[src/rtl/pwl_activation_piped.sv]
// Programmable piecewise-linear activation: segment select, multiply, offset/saturate, symmetry.
// Result 3 edges after acceptance; one out_valid&~out_ready stall freezes every stage together.
module pwl_activation_piped #(
  parameter int DW   = 16,
  parameter int FRAC = 10,
  parameter int SEGS = 8,
  localparam int SB  = $clog2(SEGS)
) (
  input  logic          clk,
  input  logic          reset,
  input  logic          in_valid,
  output logic          in_ready,
  input  logic [DW-1:0] data_in,
  output logic          out_valid,
  input  logic          out_ready,
  output logic [DW-1:0] data_out,
  input  logic          cfg_we,
  input  logic [SB+1:0] cfg_addr,
  input  logic [DW-1:0] cfg_wdata
);

  localparam logic signed [DW-1:0]   SMAX   = {1'b0, {(DW-1){1'b1}}};
  localparam logic signed [DW-1:0]   SMIN   = {1'b1, {(DW-1){1'b0}}};
  localparam logic signed [2*DW:0]   SAT_HI = {{(DW+2){1'b0}}, {(DW-1){1'b1}}};
  localparam logic signed [2*DW:0]   SAT_LO = {{(DW+2){1'b1}}, {(DW-1){1'b0}}};
  localparam logic signed [2*DW:0]   ONE    = {{(2*DW){1'b0}}, 1'b1} << FRAC;

  function automatic logic signed [DW-1:0] f_sat(input logic signed [2*DW:0] v);
    if (v > SAT_HI)      f_sat = SMAX;
    else if (v < SAT_LO) f_sat = SMIN;
    else                 f_sat = v[DW-1:0];
  endfunction

  logic signed [DW-1:0] r_bp     [SEGS];
  logic signed [DW-1:0] r_slope  [SEGS];
  logic signed [DW-1:0] r_offset [SEGS];
  logic [1:0]           r_mode;

  logic [1:0]    w_region;
  logic [SB-1:0] w_idx;
  logic          w_adv;

  assign w_region = cfg_addr[SB+1:SB];
  assign w_idx    = cfg_addr[SB-1:0];
  assign w_adv    = ~(out_valid & ~out_ready);
  assign in_ready = w_adv;

  // r_bp[SEGS-1] has no write path and stays zero; the segment count never reads it.
  always_ff @(posedge clk or negedge reset) begin
    if (!reset) begin
      for (int i = 0; i < SEGS; i++) begin
        r_bp[i]     <= '0;
        r_slope[i]  <= '0;
        r_offset[i] <= '0;
      end
      r_mode <= '0;
    end else if (cfg_we) begin
      case (w_region)
        2'd0: if (w_idx != SB'(SEGS-1)) r_bp[w_idx] <= cfg_wdata;
        2'd1: r_slope[w_idx]  <= cfg_wdata;
        2'd2: r_offset[w_idx] <= cfg_wdata;
        default: if (w_idx == '0) r_mode <= cfg_wdata[1:0];
      endcase
    end
  end

  logic signed [DW-1:0] w_x;
  logic signed [DW-1:0] w_u;
  logic [SB-1:0]        w_seg;

  assign w_x = data_in;

  always_comb begin
    w_u = w_x;
    if ((r_mode == 2'd1 || r_mode == 2'd2) && w_x[DW-1])
      w_u = (w_x == SMIN) ? SMAX : -w_x;
    w_seg = '0;
    for (int i = 0; i < SEGS-1; i++)
      if (r_bp[i] <= w_u) w_seg = w_seg + 1'b1;
  end

  logic                   r_s1_vld, r_s1_neg;
  logic signed [DW-1:0]   r_s1_u, r_s1_slope, r_s1_off;
  logic [1:0]             r_s1_mode;
  logic                   r_s2_vld, r_s2_neg;
  logic signed [2*DW-1:0] r_s2_p;
  logic signed [DW-1:0]   r_s2_off;
  logic [1:0]             r_s2_mode;
  logic                   r_s3_vld, r_s3_neg;
  logic signed [DW-1:0]   r_s3_r;
  logic [1:0]             r_s3_mode;

  logic signed [2*DW-1:0] w_prod;
  logic signed [2*DW:0]   w_sum;
  logic signed [2*DW:0]   w_r_ext;
  logic signed [DW-1:0]   w_y;

  assign w_prod  = $signed({{DW{r_s1_slope[DW-1]}}, r_s1_slope}) *
                   $signed({{DW{r_s1_u[DW-1]}}, r_s1_u});
  assign w_sum   = $signed({r_s2_p[2*DW-1], r_s2_p}) +
                   $signed({{(DW+1){r_s2_off[DW-1]}}, r_s2_off});
  assign w_r_ext = $signed({{(DW+1){r_s3_r[DW-1]}}, r_s3_r});

  // Mode 3 is unassigned and falls through to the plain (mode 0) result.
  always_comb begin
    w_y = r_s3_r;
    if (r_s3_neg) begin
      case (r_s3_mode)
        2'd1:    w_y = f_sat(-w_r_ext);
        2'd2:    w_y = f_sat(ONE - w_r_ext);
        default: w_y = r_s3_r;
      endcase
    end
  end

  always_ff @(posedge clk or negedge reset) begin
    if (!reset) begin
      r_s1_vld   <= 1'b0;
      r_s1_neg   <= 1'b0;
      r_s1_u     <= '0;
      r_s1_slope <= '0;
      r_s1_off   <= '0;
      r_s1_mode  <= '0;
      r_s2_vld   <= 1'b0;
      r_s2_neg   <= 1'b0;
      r_s2_p     <= '0;
      r_s2_off   <= '0;
      r_s2_mode  <= '0;
      r_s3_vld   <= 1'b0;
      r_s3_neg   <= 1'b0;
      r_s3_r     <= '0;
      r_s3_mode  <= '0;
      out_valid  <= 1'b0;
      data_out   <= '0;
    end else if (w_adv) begin
      r_s1_vld   <= in_valid;
      r_s1_neg   <= w_x[DW-1];
      r_s1_u     <= w_u;
      r_s1_slope <= r_slope[w_seg];
      r_s1_off   <= r_offset[w_seg];
      r_s1_mode  <= r_mode;
      r_s2_vld   <= r_s1_vld;
      r_s2_neg   <= r_s1_neg;
      r_s2_p     <= w_prod >>> FRAC;
      r_s2_off   <= r_s1_off;
      r_s2_mode  <= r_s1_mode;
      r_s3_vld   <= r_s2_vld;
      r_s3_neg   <= r_s2_neg;
      r_s3_r     <= f_sat(w_sum);
      r_s3_mode  <= r_s2_mode;
      out_valid  <= r_s3_vld;
      data_out   <= w_y;
    end
  end

endmodule

[config.mk]
export PLATFORM = sky130hd
export DESIGN_NAME = pwl_activation_piped
export DESIGN_NICKNAME = d
export VERILOG_FILES = /design/src/rtl/pwl_activation_piped.sv
export SDC_FILE = /design/constraint.sdc
export NUM_CORES = 2
export LEC_CHECK = 0
export CORE_ASPECT_RATIO = 1.2
export CORE_MARGIN = 2
export CORE_UTILIZATION = 50
export DETAILED_ROUTE_END_ITERATION = 8
export GPL_TIMING_DRIVEN = 0
export PLACE_DENSITY = 0.69
export SYNTH_ARGS = -nofsm -noshare
export SYNTH_HDL_FRONTEND = slang
export SYNTH_SLANG_ARGS = --single-unit
[constraint.sdc]
create_clock -name clk -period 6.6 [get_ports clk]
set_input_delay 0.66 -clock clk [delete_from_list [all_inputs] [get_ports clk]]
set_output_delay 0.66 -clock clk [all_outputs]
set_load 0.005 [all_outputs]
==> results.tsv <==
stage	metric	value	unit
outcome	outcome	finished with violations	
outcome	violated checks	negative setup slack	
sta	min Tclk post-route	6.63	ns
setup_path	CP endpoint kind	flop	
place	dpl ws	-2.82	ns
sta	fin. max-slew vios	0	
synthesis	most frequent cell after synthesis	dfrtp_1	
worst_hold_path	worst hold-check path type	in -> async	
setup_path	slowest CP cell	o211ai_1	
setup_path	worst reg2reg path depth	34	
synthesis	Yosys reg bits	501	
floorplan	core box area	74900	um2
floorplan	Die H	305	um
synthesis	Syn. warnings	0	
synthesis	Synth top area share	0.332	
place	Port Buf Inserts	59	
flow_run	max cap viols	0	
sta	fmax	151	MHz
cts	root buf cell	clkbuf_16	
setup_path	R2R Path End	r_s1_slope[9]	
global_routing	largest net degree at the start of global routing	125	
detailed_routing	DR iter-0 viols	2311	
cts	clock sinks	501	
synthesis	Post-Syn Area per Cell	10.2	um2
synthesis	number of flops mapped to enable cells by yosys	0	
synthesis	Synth Instances	3694	
layout	fin util	0.589	
setup_path	reg-to-reg slack, setup	-0.01	ns
sta	setup ws final	-0.0287	ns
synthesis	sequential fraction of the synthesis area	0.332	
place	RD Place Congestion	0.970	
cts	CTS tree	built	
setup_path	most frequent CP cell	ha_4	
layout	final net count	4453	
setup_path	Reg-to-Reg Start	r_mode[1]	
synthesis	top cell type by total area after synthesis	dfrtp_1	
setup_path	worst-path fanout max	7	
detailed_routing	Routed wire per std cell	22.8	um
detailed_routing	DRC viols	0	
synthesis	syn nets	4217	
global_routing	global-route wire length before repair	175000	um
setup_path	CP arrival	7.08	ns
synthesis	commonest cells in the netlist	dfrtp_1 (501), nand2_1 (461), mux2_2 (401), inv_1 (385), fa_1 (262)	
detailed_routing	Post-DRT Antenna Nets	0	
detailed_routing	total number of vias	29000	
detailed_routing	final wirelength	113000	um
layout	synthesis-to-finish area growth	16.7	%
sta	RSZ-0062 raised after global routing	true	
sta	setup TNS	-0.0495	ns
sta	setup violators final	2	
floorplan	Core Rows	110	
cts	CTS clock-pin slew for the worst setup and hold paths	0.06	ns
sta	Hold Fails Final Rpt	0	
sta	Max-slew headroom	0.0369	
setup_path	Startpoint Class	input pin	
sta	fin crit share	1.00	
global_routing	remaining global-route overflow	0	
cts	deepest clock path buffer count	3	
global_routing	GRT Total Usage	0.295	
floorplan	initial core utilization	0.504	
cts	htree depth	2	
detailed_routing	DRT Pass-1 Iters	6	
detailed_routing	Vias/cell	5.83	
setup_path	Worst EP required	7.05	ns
global_routing	initial antenna violation count	1	
sta	Clock Skews	0.0335	ns
cts	Worst-Skew Late Latency	0.62	ns
synthesis	Synth cell types	82	
synthesis	Mapped Area	37800	um2
setup_path	Crit path largest cell delay	0.46	ns
setup_path	WS Path Type	in -> reg	
synthesis	fraction of registers with async set/reset	1.00	
floorplan	die area	77700	um2
floorplan	I/O Pins	60	
floorplan	Die X	255	um
synthesis	main flop type after synthesis	dfrtp_1	
layout	layout cells sized above 1	0.234	
place	Post-DP HPWL	80700	um
global_routing	vias in the first global route	29700	
cts	CTS buffer count	50	
synthesis	Synth area leaders	dfrtp_1 (33%), fa_1 (14%), mux2_2 (12%)	
sta	Worst-Margin Slew	1.44	ns
how the worst max path moves through the flow:
stage,depth (start not counted),from,endpoint
after floorplan,31,data_in[1],r_s1_slope[5]
after global placement,1,reset,r_s1_u[12]
after detailed placement,34,data_in[1],r_s1_slope[8]
after CTS,25,r_s1_slope[3],r_s2_p[21]
after global routing,33,r_mode[1],r_s1_slope[9]
final,33,data_in[0],r_s1_slope[9]
timing repair:
item                                   4_1_cts  5_1_grt
setup endpoints to repair                   50       41
gates resized for setup                    240      144
endpoints found under the hold margin        0        0
pin swaps                                   78       80
buffers inserted                            93       30
hold buffers                                 0        0
cloned                                       2        0
logic make-up after synthesis:
logic type / share of synthesized area
buf+inv: 0.0628
mux: 0.147
xor+xnor: 0.0185
fa+ha+maj: 0.212
simple gates: 0.123
compound gates: 0.105
flops: 0.332
layout by cell type, fill, tap and decap left out, types with 40 or more instances in the layout:
cell type        count
dfrtp_1            471
nand2_1            456
mux2_2             390
inv_1              373
fa_1               258
ha_1               200
clkbuf_1           151
a21oi_1            146
and2_1             123
nor2_1             123
buf_4              111
and3_1              69
o21ai_0             68
mux2i_1             67
a311oi_1            64
clkbuf_16           54
nand3_1             46
o211ai_2            46
clkdlybuf4s50_1     42
a21o_1              40
state kept, by name, indices dropped and copies added (netlist names), 2 cells and up:
name        flops
r_s1_slope     16
r_bp          112
r_offset      128
r_s3_mode       2
r_mode          2
r_s2_p         22
r_s1_mode       2
r_s1_u         16
r_s3_r         16
r_s2_mode       2
data_out       16
r_s1_off       16
r_slope       128
r_s2_off       16
stage by stage:
stage               hold WS [ns]  cells  area, um2
global route              0.0673   4978      44100
floorplan                  0.364   3694      38000
detailed placement         0.455   4769      40000
CTS                       0.0414   4949      43500
global placement           0.445   4761      39800
finish                   0.00414   4979      44100
routing by layer:
metal,wire [um],vias to the layer above,global-route usage
li1,-,13000,-
met1,44800,14600,0.379
met2,53100,1064,0.476
met3,6910,341,0.0361
met4,8520,2,0.180
met5,14,-,0
cell type report:
class                      count  area (um2)
tap                         1008        1260
clock buffer                  62        1380
clock inverter                30         463
inverter                     386        1480
sequential                   501       12600
fill                        6308       30800
multi-input combinational   2590       23900
antenna                        1        2.50
buffer                       210        1270
timing repair buffer         191        1720
worst max-delay path, delay by kind of cell:
kind	cells	cell delay, ns
fa+ha+maj	7	1.67
buf+inv	4	0.48
xor+xnor	3	0.38
simple gates	7	1.45
mux	2	0.58
compound gates	10	1.83
Power is left out: the tool's default activity adds up to more than one toggle a clock period on the data nets, which glitch-free logic cannot reach.
